--- src/rtl/baud_config_ctrl.sv ---
// Run-time UART baud selector: debounced button steps 9600 -> 57600 -> 115200,
// changes are applied only while the UART is idle, and a 16x tick is generated
// from the active divisor.
module baud_config_ctrl #(
    parameter logic [8:0]  DIV_9600   = 9'd324,
    parameter logic [8:0]  DIV_57600  = 9'd53,
    parameter logic [8:0]  DIV_115200 = 9'd26,
    parameter int unsigned DEB_CYCLES = 1000000
) (
    input  logic       clk,
    input  logic       rst,
    input  logic       btn_next,
    input  logic       uart_busy,
    output logic [8:0] refer,
    output logic [1:0] sel,
    output logic       tick,
    output logic       cfg_pending,
    output logic       cfg_applied
);

    typedef enum logic [1:0] {StActive, StPending, StApply} state_e;

    function automatic logic [8:0] div_of(input logic [1:0] s);
        case (s)
            2'd1:    div_of = DIV_57600;
            2'd2:    div_of = DIV_115200;
            default: div_of = DIV_9600;
        endcase
    endfunction

    function automatic logic [1:0] next_sel(input logic [1:0] s);
        next_sel = (s == 2'd2) ? 2'd0 : s + 2'd1;
    endfunction

    logic        sync1_q, sync2_q;
    logic        deb_q, deb_d;
    logic [31:0] deb_cnt_q, deb_cnt_d;
    logic        req;
    logic        busy_q;

    state_e      state_q, state_d;
    logic [1:0]  pend_q, pend_d;
    logic [1:0]  sel_q, sel_d;
    logic [8:0]  refer_q, refer_d;
    logic        pending_q, pending_d;
    logic        applied_q, applied_d;

    logic [8:0]  cnt_q, cnt_d;
    logic        tick_q, tick_d;

    // Debounce: accept a new level after DEB_CYCLES consecutive differing cycles;
    // only an accepted rising level produces a request.
    always_comb begin
        deb_cnt_d = '0;
        deb_d     = deb_q;
        req       = 1'b0;
        if (sync2_q != deb_q) begin
            if (deb_cnt_q == 32'(DEB_CYCLES - 1)) begin
                deb_d = sync2_q;
                req   = sync2_q;
            end else begin
                deb_cnt_d = deb_cnt_q + 32'd1;
            end
        end
    end

    // Button synchronizer, debounce state and busy sample.
    always_ff @(posedge clk or posedge rst) begin
        if (rst) begin
            sync1_q   <= 1'b0;
            sync2_q   <= 1'b0;
            deb_q     <= 1'b0;
            deb_cnt_q <= '0;
            busy_q    <= 1'b0;
        end else begin
            sync1_q   <= btn_next;
            sync2_q   <= sync1_q;
            deb_q     <= deb_d;
            deb_cnt_q <= deb_cnt_d;
            busy_q    <= uart_busy;
        end
    end

    // Configuration FSM next state; a request in APPLY is deliberately dropped.
    always_comb begin
        state_d   = state_q;
        pend_d    = pend_q;
        sel_d     = sel_q;
        refer_d   = refer_q;
        applied_d = 1'b0;
        unique case (state_q)
            StActive: begin
                if (req) begin
                    pend_d  = next_sel(sel_q);
                    state_d = StPending;
                end
            end
            StPending: begin
                if (req) begin
                    pend_d = next_sel(pend_q);
                end else if (!busy_q) begin
                    state_d = StApply;
                end
            end
            StApply: begin
                sel_d     = pend_q;
                refer_d   = div_of(pend_q);
                applied_d = 1'b1;
                state_d   = StActive;
            end
            default: state_d = StActive;
        endcase
        pending_d = (state_d != StActive);
    end

    // FSM state and registered configuration outputs.
    always_ff @(posedge clk or posedge rst) begin
        if (rst) begin
            state_q   <= StActive;
            pend_q    <= 2'd0;
            sel_q     <= 2'd0;
            refer_q   <= DIV_9600;
            pending_q <= 1'b0;
            applied_q <= 1'b0;
        end else begin
            state_q   <= state_d;
            pend_q    <= pend_d;
            sel_q     <= sel_d;
            refer_q   <= refer_d;
            pending_q <= pending_d;
            applied_q <= applied_d;
        end
    end

    // Tick counter; the APPLY cycle restarts it and suppresses a coincident tick.
    always_comb begin
        if (state_q == StApply) begin
            cnt_d  = '0;
            tick_d = 1'b0;
        end else if (cnt_q == refer_q) begin
            cnt_d  = '0;
            tick_d = 1'b1;
        end else begin
            cnt_d  = cnt_q + 9'd1;
            tick_d = 1'b0;
        end
    end

    // Tick counter and strobe registers.
    always_ff @(posedge clk or posedge rst) begin
        if (rst) begin
            cnt_q  <= '0;
            tick_q <= 1'b0;
        end else begin
            cnt_q  <= cnt_d;
            tick_q <= tick_d;
        end
    end

    assign refer       = refer_q;
    assign sel         = sel_q;
    assign tick        = tick_q;
    assign cfg_pending = pending_q;
    assign cfg_applied = applied_q;

endmodule

--- config.mk ---
export PLATFORM = sky130hd
export DESIGN_NAME = baud_config_ctrl
export DESIGN_NICKNAME = d
export VERILOG_FILES = /design/src/rtl/baud_config_ctrl.sv
export SDC_FILE = /design/constraint.sdc
export NUM_CORES = 1
export LEC_CHECK = 0
export ABC_AREA = 1
export CAP_MARGIN = 20
export CORE_ASPECT_RATIO = 0.7
export CORE_UTILIZATION = 55
export CTS_CLUSTER_DIAMETER = 60
export DETAILED_ROUTE_END_ITERATION = 6
export GPL_ROUTABILITY_DRIVEN = 0
export GPL_TIMING_DRIVEN = 1
export PLACE_DENSITY = 0.74
export SYNTH_ARGS = -nofsm -noshare
export SYNTH_HDL_FRONTEND = slang
export SYNTH_SLANG_ARGS = --single-unit
--- constraint.sdc ---
create_clock -name clk -period 3.1 [get_ports clk]
set_clock_uncertainty 0.05 [all_clocks]
set_input_delay 0.465 -clock clk [delete_from_list [all_inputs] [get_ports clk]]
set_output_delay 0.465 -clock clk [all_outputs]
set_load 0.1 [all_outputs]
==> After elaboration in Yosys (flattened, before gate mapping) <==
Cells that the tools add are included.
{ "word_totals": {"output_inout_bits": 14, "reg_bits": 63, "latch_bits": 0, "memories": 0, "ramBits": 0, "inputBits": 4, "elab_cells": 51, "mem_bits_ro": 0} }
{ "op_classes": {"n_bitwise": 0, "div_mod_pow": 0, "n_reduce_logical": 5, "addsub": 4, "n_lt_le_gt_ge": 0, "multipliers": 0, "n_eq_ne": 10, "shift": 0, "mux": 19} }
{ "op_table": {"columns": ["cell", "count"], "rows": [
  ["32-bit 2-to-1 mux", 2],
  ["32-bit by 1-bit adder with 32-bit output, second input constant", 1],
  ["32-bit by 20-bit equality test with 1-bit output, second input constant", 1],
  ["9-bit 2-to-1 mux", 2],
  ["9-bit case mux with 2 select lines", 1],
  ["2-bit 2-to-1 mux", 7],
  ["9-bit by 1-bit adder with 9-bit output, second input constant", 1],
  ["9-bit equality test", 1],
  ["2-bit case mux with 2 select lines", 2],
  ["2-bit equality test, second input constant", 3],
  ["1-bit 2-to-1 mux", 5],
  ["2-bit by 1-bit adder with 2-bit output, second input constant", 2],
  ["2-bit by 1-bit equality test with 1-bit output, second input constant", 2],
  ["2-bit != test, second input constant", 2],
  ["2-bit nonzero test", 2],
  ["3-bit AND reduction", 1],
  ["2-bit zero test", 1],
  ["2-bit AND reduction", 1],
  ["1-bit != test", 1]
]} }

==> Longest topological paths before layout <==
Gate-level depths: netlist (run 1).
{ "logic_depth": {"depth_word": 6, "ltp_mapped": 9, "depth_no_buf": 9} }

==> Worst setup path before layout (run 1) <==
No wires, ideal clock.
{ "synth_path": {"path_kind": "flip-flop to output port", "from": "register refer_q[5] (netlist: refer[5])", "to": "output port refer[5]", "path_slack_ps": 1199, "n_path_buf": 1, "stages_incl_launch_ff": 2, "required_ps": 2585, "arrival_ps": 1386, "cell_sequence": "dfrtp_1 -> buf_4"} }
{ "synth_rtl": {"columns": ["element", "line_no", "text"], "rows": [
  ["from (decl)", "44", "logic [8:0] refer_q, refer_d;"],
  ["from (signal assigned)", "129", "refer_q <= refer_d;"],
  ["to (decl)", "14", "output logic [8:0] refer,"]
]} }
No word-level cell between the ends.

==> impl_results.md, run 1 <==
* Outcome: complete, no violations
* Fin util at approximately two thirds
* FF-to-FF Start: deb_q$_DFFE_PP0P_
* Wire length of the first global-routing pass at 11800 um
* Initial Utilization at 58.0%
* Die area at 6450 sq um
* Met1 Usage GRT at 36.7%
* Worst hold slack at 0.306 ns
* Slowest stage cell, crit path: dfstp_2
* Max Freq at around 0.57 GHz
* Via/cell ratio at 5.01
* Clk buf depth at 2
* RSZ-0062 raised after global routing: false
* Synthesized cell area at 3370 sq um
* Post-cts repair resize count at 0
* CTS clk-pin slew, worst paths at 0.07 ns
* Crit path cell chain: buf_4
* Die Ht at 67.5 um
* I/O Buffers at 16
* Critical Path Fanout Max at 6
* Max-slew violations at 0
* CTS tree: yes
* Hold Crit Start: sync1_q$_DFF_PP0_
* Busiest grt layer: met1
* Global route total overflow at 0
* Fin nets at 483
* Layout cells sized above 1 at about 14%
* Max-cap violations at 0
* CP Launch Point: refer[6]$_DFFE_PP1P_
* Antenna violations before repair at 0
* Post-synth net total at 461
* Core area at roughly 5800 sq um
* Hold_buf cts at 0
* Max incr delay on CP at 0.59 ns
* Fin. Hold Viols at 0
* Reg-to-Reg End: deb_cnt_q[9]$_DFF_PP0_
* Sequential fraction of the synthesis area at 43.9%
* Die width at 95.6 um
* Hold Path End: sync2_q$_DFF_PP0_
* Vias in the first global route at 2568
* Setup bufs post-CTS at 0
* Commonest non-fill, non-tap cells in the layout: 125 x nand2_1, 100 x nor2_1, 57 x dfrtp_1
* I/O Pins at 18
* Worst path bufs/invs at 1
* Register area at 1480 sq um
* Leakage at 1.75 nW
* Final instance area at approximately 3800 sq um
* Vias at 2771
* Total Wirelength at around 7200 um
* Kind of critical path: reg -> out
* Setup crit end kind: primary output
* Worst hold path type: reg -> reg
* Flops & latches, synth at 59
* Worst R2R Path Depth at 7
* Met2 Usage GRT at between 30% and 40%
* Detailed Place HPWL at 5300 um
* GR Util met3 at 7.32%
* Area after DPL at 3560 sq um
* Worst Tran Pin Value at just over 0.8 ns
* Post-synthesis cell count at 451
* Crit path max-delay family: flip-flops
* Min-Delay Path Depth at 0
* Synth warnings at 0
* DR DRC count at 0
* Post-route setup slack at 1.34 ns
* Multi-input gate area at 1670 sq um
* CP Launch Type: flip-flop
* Largest net degree at the start of global routing at 60
* Cell row count at 23
* Fill count at 512
* DR pass1 iterations at 5
* Period Utilization, post-route at 56.7%
* Htree depth at 3
* Worst VDD drop at 0.000363 V
* Fin crit period at 1.76 ns
* Pwr Density at approximately 450 nW/um^2
* Syn avg cell area at 7.47 sq um
* Setup violators final at 0
* Slew HR at 45.8%
* Area Overhead vs Synth at 13.5%
* Most common cell after layout, fill and taps aside: nand2_1
* Pre-CTS setup slack at 1.32 ns
* Number of routed nets with antenna violations at 0
* CP arrival at 1.24 ns
* Library cells used by synthesis at 32
* CTS buffer count at 9
* Crit path required time at 2.58 ns
* Initial DRC count at 185
* Setup TNS at 0 ns
* Clock latency at the later pin of the worst-skew pair at 0.34 ns
* Drt wl/cell at 13.0 um
* Total Routing Usage GR at 25.2%
* Worst reg2reg setup slack at 1.35 ns
* Clock Sinks at 59
* Diode count at 0
* Clk root buf: clkbuf_8
cell families (layout without fill, tap and decap cells):
logic type | Yosys count | in the layout | share of synthesized area (%)
compound gates | 20 | 20 | 3.27
flops | 59 | 59 | 43.9
xor+xnor | 22 | 22 | 5.72
simple gates | 287 | 287 | 38.1
other cells | 1 | 1 | 0.111
buf+inv | 56 | 83 | 6.68
fa+ha+maj | 6 | 6 | 2.23
Yosys cell counts, drive strengths merged:
library cell	n	share of area, %
nor3	2	0.30
a21o	2	0.45
conb	1	0.11
ha	6	2.2
o22ai	1	0.19
xor2	13	3.4
o21ai	10	1.6
clkbuf	2	0.22
a21oi	7	1.0
buf	5	1.0
nand4	5	0.93
dfstp	2	1.6
xnor2	9	2.3
and2	1	0.19
nand2	134	16
or2	1	0.19
nand3	26	4.4
and3	1	0.19
dfrtp	57	42
nor2	117	16
inv	49	5.5
state kept, by name, indices dropped and copies added, names as in the netlist:
signal,count
busy_q,1
cfg_applied,1
cfg_pending,1
cnt_q,9
deb_cnt_q,32
deb_q,1
pend_q,2
refer,5
sel,2
state_q,2
sync1_q,1
sync2_q,1
tick,1
per-layer routing:
| metal | vias to the layer above | part of all wire, % |
|---|---|---|
| met5 | - | 0.68 |
| met4 | 2 | 1.6 |
| met3 | 13 | 6.3 |
| met2 | 59 | 40 |
| met1 | 1271 | 51 |
| li1 | 1426 | - |
worst max path at each step:
stage / cells past startpoint / slack [ns] / endpoint
floorplan: 1 / 1.13 / busy_q$_DFF_PP0_
finish: 1 / 1.34 / refer[8]
CTS: 8 / 1.31 / deb_cnt_q[0]$_DFF_PP0_
detailed placement: 7 / 1.32 / deb_cnt_q[3]$_DFF_PP0_
global placement: 7 / 1.42 / deb_cnt_q[0]$_DFF_PP0_
global route: 7 / 1.17 / deb_cnt_q[17]$_DFF_PP0_
through the flow:
| step | std cells | power [mW] |
|---|---|---|
| after floorplan | 451 | 0.828 |
| after CTS | 553 | 1.74 |
| final | 553 | 1.73 |
| after detailed placement | 537 | 0.841 |
| after global routing | 553 | 1.78 |
| after global placement | 537 | 0.840 |
where the power goes:
part	internal (mW)	total [mW]	switching, mW
logic	0.00991	0.0456	0.0357
registers	0.775	0.779	0.00426
clock network	0.599	0.904	0.306
final cells by class:
cell class	count	share of cell area [%]
inverter	49	4.81
clock inverter	4	2.49
sequential	59	38.7
tap	75	2.45
multi-input combinational	336	43.5
timing repair buffer	18	3.73
clock buffer	12	4.32
Note: power is estimated with default switching activity, not from simulation.
==> run 2, diff against run 1 <==
==> constraint.sdc (replaced) <==
create_clock -name clk -period 1.7 [get_ports clk]
set_clock_uncertainty 0.05 [all_clocks]
set_input_delay 0.255 -clock clk [delete_from_list [all_inputs] [get_ports clk]]
set_output_delay 0.255 -clock clk [all_outputs]
set_load 0.1 [all_outputs]
==> impl_results.md, run 2 (same netlist as run 1, synthesis figures left out) <==
* Outcome: complete, no violations
* Largest net degree at the start of global routing at 29
* Worst R2R Path Depth at 6
* Area after DPL at between 3000 and 4000 sq um
* Detailed Place HPWL at 5640 um
* Max Freq at 0.633 GHz
* Crit path required time at about 1.9 ns
* CTS clk-pin slew, worst paths at 0.07 ns
* Area Overhead vs Synth at 22.0%
* Comb pwr share at 3.2%
* Max reg flops at 32
* Antenna violations before repair at 0
* Vias at 2895
* Fin nets at 490
* Most flop-heavy register: deb_cnt_q
* Worst VDD drop at between 0.0005 and 0.0006 V
* Pwr Density at around 780 nW/um^2
* Kind of critical path: reg -> reg
* Sw Ratio at 20.5%
* CTS buffer count at 9
* Total Wirelength at 7640 um
* Clk root buf: clkbuf_8
* CTS tree: yes
* Setup bufs post-CTS at 0
* CP arrival at 1.77 ns
* Psw at 0.655 mW
* Clock Sinks at 59
* Max-cap violations at 0
* Internal at 2.54 mW
* Die Ht at 67.5 um
* Vias in the first global route at 2579
* Number of routed nets with antenna violations at 0
* Global route total overflow at 0
* Clock power frac at between 50% and 60%
* Die area at 6450 sq um
* DR pass1 iterations at 5
* I/O Pins at 18
* Leakage at ~1.8 nW
* DR DRC count at 0
* Die width at 95.6 um
* Sequential share of power at 44.5%
* Initial DRC count at ~180
* Drt wl/cell at 13.6 um
* Setup crit end kind: flip-flop
* Final instance area at 4110 sq um
* Max-slew violations at 0
* Setup TNS at 0 ns
* Critical Path Fanout Max at 4
* Via/cell ratio at ~5.2
* Wire length of the first global-routing pass at 12500 um
* Clock latency at the later pin of the worst-skew pair at 0.36 ns
* Core area at 5810 sq um
* Diode count at 0
* I/O Buffers at 16
* Period Utilization, post-route at 92.9%
* Commonest non-fill, non-tap cells in the layout: 125 x nand2_1, 95 x nor2_1, 54 x dfrtp_1
* Initial Utilization at 58.0%
* Htree depth at 3
* Worst hold path type: in -> async
* Total Routing Usage GR at 26.9%
* Fin crit period at 1.58 ns
* Setup violators final at 0
* Most common cell after layout, fill and taps aside: nand2_1
* Clk buf depth at 2
* CP Launch Type: flip-flop
* Cell row count at 23
* Fin. Hold Viols at 0
* Layout cells sized above 1 at between 10% and 20%
run 2: changes by cell type in the layout (fill, tap and decap cells not counted), moves of 3 or more:
cell / previous run / this run
buf_12: 0 / 15
buf_4: 15 / 6
dfrtp_1: 57 / 54
dfrtp_2: 0 / 3
nor2_1: 100 / 95
nor2_2: 8 / 13
run 2: per-layer routing:
metal	routed length, um	vias to the layer above	GRT usage (%)
li1	-	1443	-
met5	0	-	0
met2	3050	87	36.2
met1	3780	1356	40.3
met4	95	0	6.72
met3	717	9	10.0
run 2: metrics by stage:
stage          cells  setup slack, ns  utilization, %  hold slack [ns]  total power, mW
6_report         560            0.121            70.7            0.160             3.19
3_5_place_dp     543           0.0546            65.5            0.285             1.55
2_1_floorplan    451          0.00240               -            0.236             1.51
3_3_place_gp     543            0.118            65.5            0.284             1.55
5_1_grt          560         -0.00553            70.7            0.175             3.28
4_1_cts          559           0.0508            70.0            0.144             3.22
run 2: power groups by stage:
stage	registers [mW]	clock network, mW	logic, mW
finish	1.42	1.67	0.103
global route	1.42	1.75	0.118
CTS	1.42	1.69	0.105
detailed placement	1.45	0	0.105
global placement	1.45	0	0.103
floorplan	1.45	0	0.0642
run 2: cell type report:
cell class	instances	area, sq um
clock inverter	4	95.1
fill	454	1700
clock buffer	12	165
sequential	59	1490
inverter	49	188
timing repair buffer	24	375
multi-input combinational	337	1710
tap	75	93.8
run 2: final timing paths:
path                                           start              endpoint  slack, ns
max in group asynchronous                        rst     deb_q$_DFFE_PP0P_       1.01
worst min-delay path                             rst  refer[5]$_DFFE_PP0P_       0.16
worst min register to register     sync1_q$_DFF_PP0_     sync2_q$_DFF_PP0_       0.30
min in group clk                            btn_next     sync1_q$_DFF_PP0_       0.29
worst max register to register  refer[3]$_DFFE_PP0P_    cnt_q[1]$_DFF_PP0_       0.12
worst max-delay path            refer[3]$_DFFE_PP0P_    cnt_q[1]$_DFF_PP0_       0.12
run 2: worst max-delay path, stage by stage, from the launching register on:
cell and delay [ns]:
dfrtp_2 0.45, inv_1 0.10, nand2_1 0.05, o21ai_0 0.26
nand3_2 0.19, o21ai_2 0.29, nor2_1 0.07
run 2: what timing repair did:
action	CTS	global route
hold buffers	0	0
setup endpoints to repair	0	19
gates resized for setup	0	8
==> RTL edit, RTL diff (config.mk and constraints of run 1) <==
Re-encode `state_e` (3 states) as one-hot, 3 bits wide.
--- a/src/rtl/baud_config_ctrl.sv
+++ b/src/rtl/baud_config_ctrl.sv
@@ -18,7 +18,7 @@
     output logic       cfg_applied
 );
 
-    typedef enum logic [1:0] {StActive, StPending, StApply} state_e;
+    typedef enum logic [2:0] {StActive = 3'b001, StPending = 3'b010, StApply = 3'b100} state_e;
 
     function automatic logic [8:0] div_of(input logic [1:0] s);
         case (s)
Formal check against the unedited RTL: same outputs for any inputs over 10 cycles, from zero or initial values and one cycle with rst high; not proved beyond that.
==> RTL edit against run 1 <==
Routed wire length is 9.0% higher. First-iteration DRC count increased by 25%. Count of clock-buffer cells in the layout shrank 1. Synthesized cell count fell by 0.44%. Sequential cell count up 1. Design area decreased by 0.79%. Setup slack better by 18 ps. Non-clock buffer count up 1. Total power down 15%. Synthesized area grew 1.4%. Die area increased by 1.3%. Critical endpoint is now deb_cnt_q[18].
==> RTL edit: results (changes against run 1) <==
Placement
  • Placed cell areas: 0.00362 mm2 (+1.4%)
  • Dpl cells: 536 (-0.19%)
  • Post-Place Worst Slack: 1380 ps (+58.4 ps)
  • Placed wire-length estimate: 5790 um (+9.3%)

Drt
  • Routed via count: 2915 (+5.2%)
  • DR vias/cell: 5.28 (+5.4%)
  • Avg WL per Cell: 14.2 um (+9.2%)
  • 1st-iter DRT viols: 232 (+25%)

Synthesis
  • Seq/Total Area, Yosys: 44.1% (+0.17 points)
  • Synth Area per Inst: 7.61 um2 (+1.8%)
  • Syn nets: 459 (-0.43%)
  • Top cells by count, synth: 105 x nor2_1, 104 x nand2_1, 57 x dfrtp_1, 39 x inv_1, 19 x nand3_1
  • Syn. warnings: 0 (unchanged)
  • Yosys cell types: 35 (+9.4%)

Worst setup path
  • Critical Path Fanout Max: 5 (-1)
  • Worst r2r path cells: 10 (+3)
  • Reg-to-reg endpoint: deb_cnt_q[18]
  • Arr. time, crit path: 1930 ps (+690 ps)
  • R2r startpoint: deb_cnt_q[0]

Clock network
  • CTS clk-pin slew, worst paths: 70 ps (about the same)
  • Root Driver: clkbuf_8
  • Cts bufs inserted: 9 (unchanged)

Cells and area
  • Nets@finish: 482 (-0.21%)
  • Max FFs per register: 32 (unchanged)
  • Fraction of layout cells with a size suffix above 1: 16.1% (+1.9 points)

Global route
  • First-pass GRT wire length: 12700 um (+7.3%)
  • Vias in the first global route: 2557 (-0.43%)
  • GRT Overall Usage: 27.1% (+1.9 points)
  • Largest net degree at the start of global routing: 61 (+1.7%)

Pwr
  • Leak Pwr: 1.64 nW (-6.6%)
  • Pint: 1.11 mW (-20%)
  • VDD IR-drop max: 0.224 mV (-38%)

Run status
  • Status: finished, final reports clean

STA
  • Slew headroom: 49.4% (+3.6 points)
-- RTL edit: critical path, cell delays in order, from the launching register on --
cell     delay [ps]
dfrtp_1         430
ha_1            290
nand2_1         110
nor2_2          200
nand3_2         110
nor2_2          110
nand2_1          70
nor2_1          130
nand2_1          60
nand2_1          50
nor2_1           40
-- RTL edit: cells by family after synthesis --
family / share of synthesized area, %
simple gates: 38.1
flops: 44.1
buf+inv: 6.67
compound gates: 3.70
xor+xnor: 5.13
fa+ha+maj: 2.20
other cells: 0.110
-- RTL edit: power groups by stage --
| stage | registers [mW] | clock network (mW) | logic [mW] |
|---|---|---|---|
| floorplan | 0.807 | 0 | 0.0348 |
| global placement | 0.807 | 0 | 0.0467 |
| detailed placement | 0.808 | 0 | 0.0477 |
| CTS | 0.793 | 0.653 | 0.0477 |
| global route | 0.793 | 0.680 | 0.0537 |
| finish | 0.793 | 0.636 | 0.0461 |
-- RTL edit: area by class of cell --
class	count	area, um2
fill	491	2050
multi-input combinational	333	1680
clock buffer	11	141
clock inverter	5	37.5
tap	75	93.8
sequential	60	1510
timing repair buffer	19	150
inverter	49	184
-- RTL edit: how the worst max path moves through the flow --
stage	startpoint	cells after the start	endpoint	slack [ps]
after floorplan	rst	1	busy_q	1110
after global placement	deb_cnt_q[0]	8	deb_cnt_q[16]	1420
after detailed placement	deb_cnt_q[0]	8	deb_cnt_q[16]	1380
after CTS	refer[2]	1	refer[2]	1360
after global routing	deb_cnt_q[0]	10	deb_cnt_q[18]	1170
final	deb_cnt_q[0]	10	deb_cnt_q[18]	1360
-- RTL edit: per-layer routing --
metal	global-route usage, %	up-vias	share of wire (%)
li1	-	1451	-
met1	42.4	1348	51
met2	34.3	102	38
met3	7.89	14	9.3
met4	9.70	0	1.8
met5	0	-	0
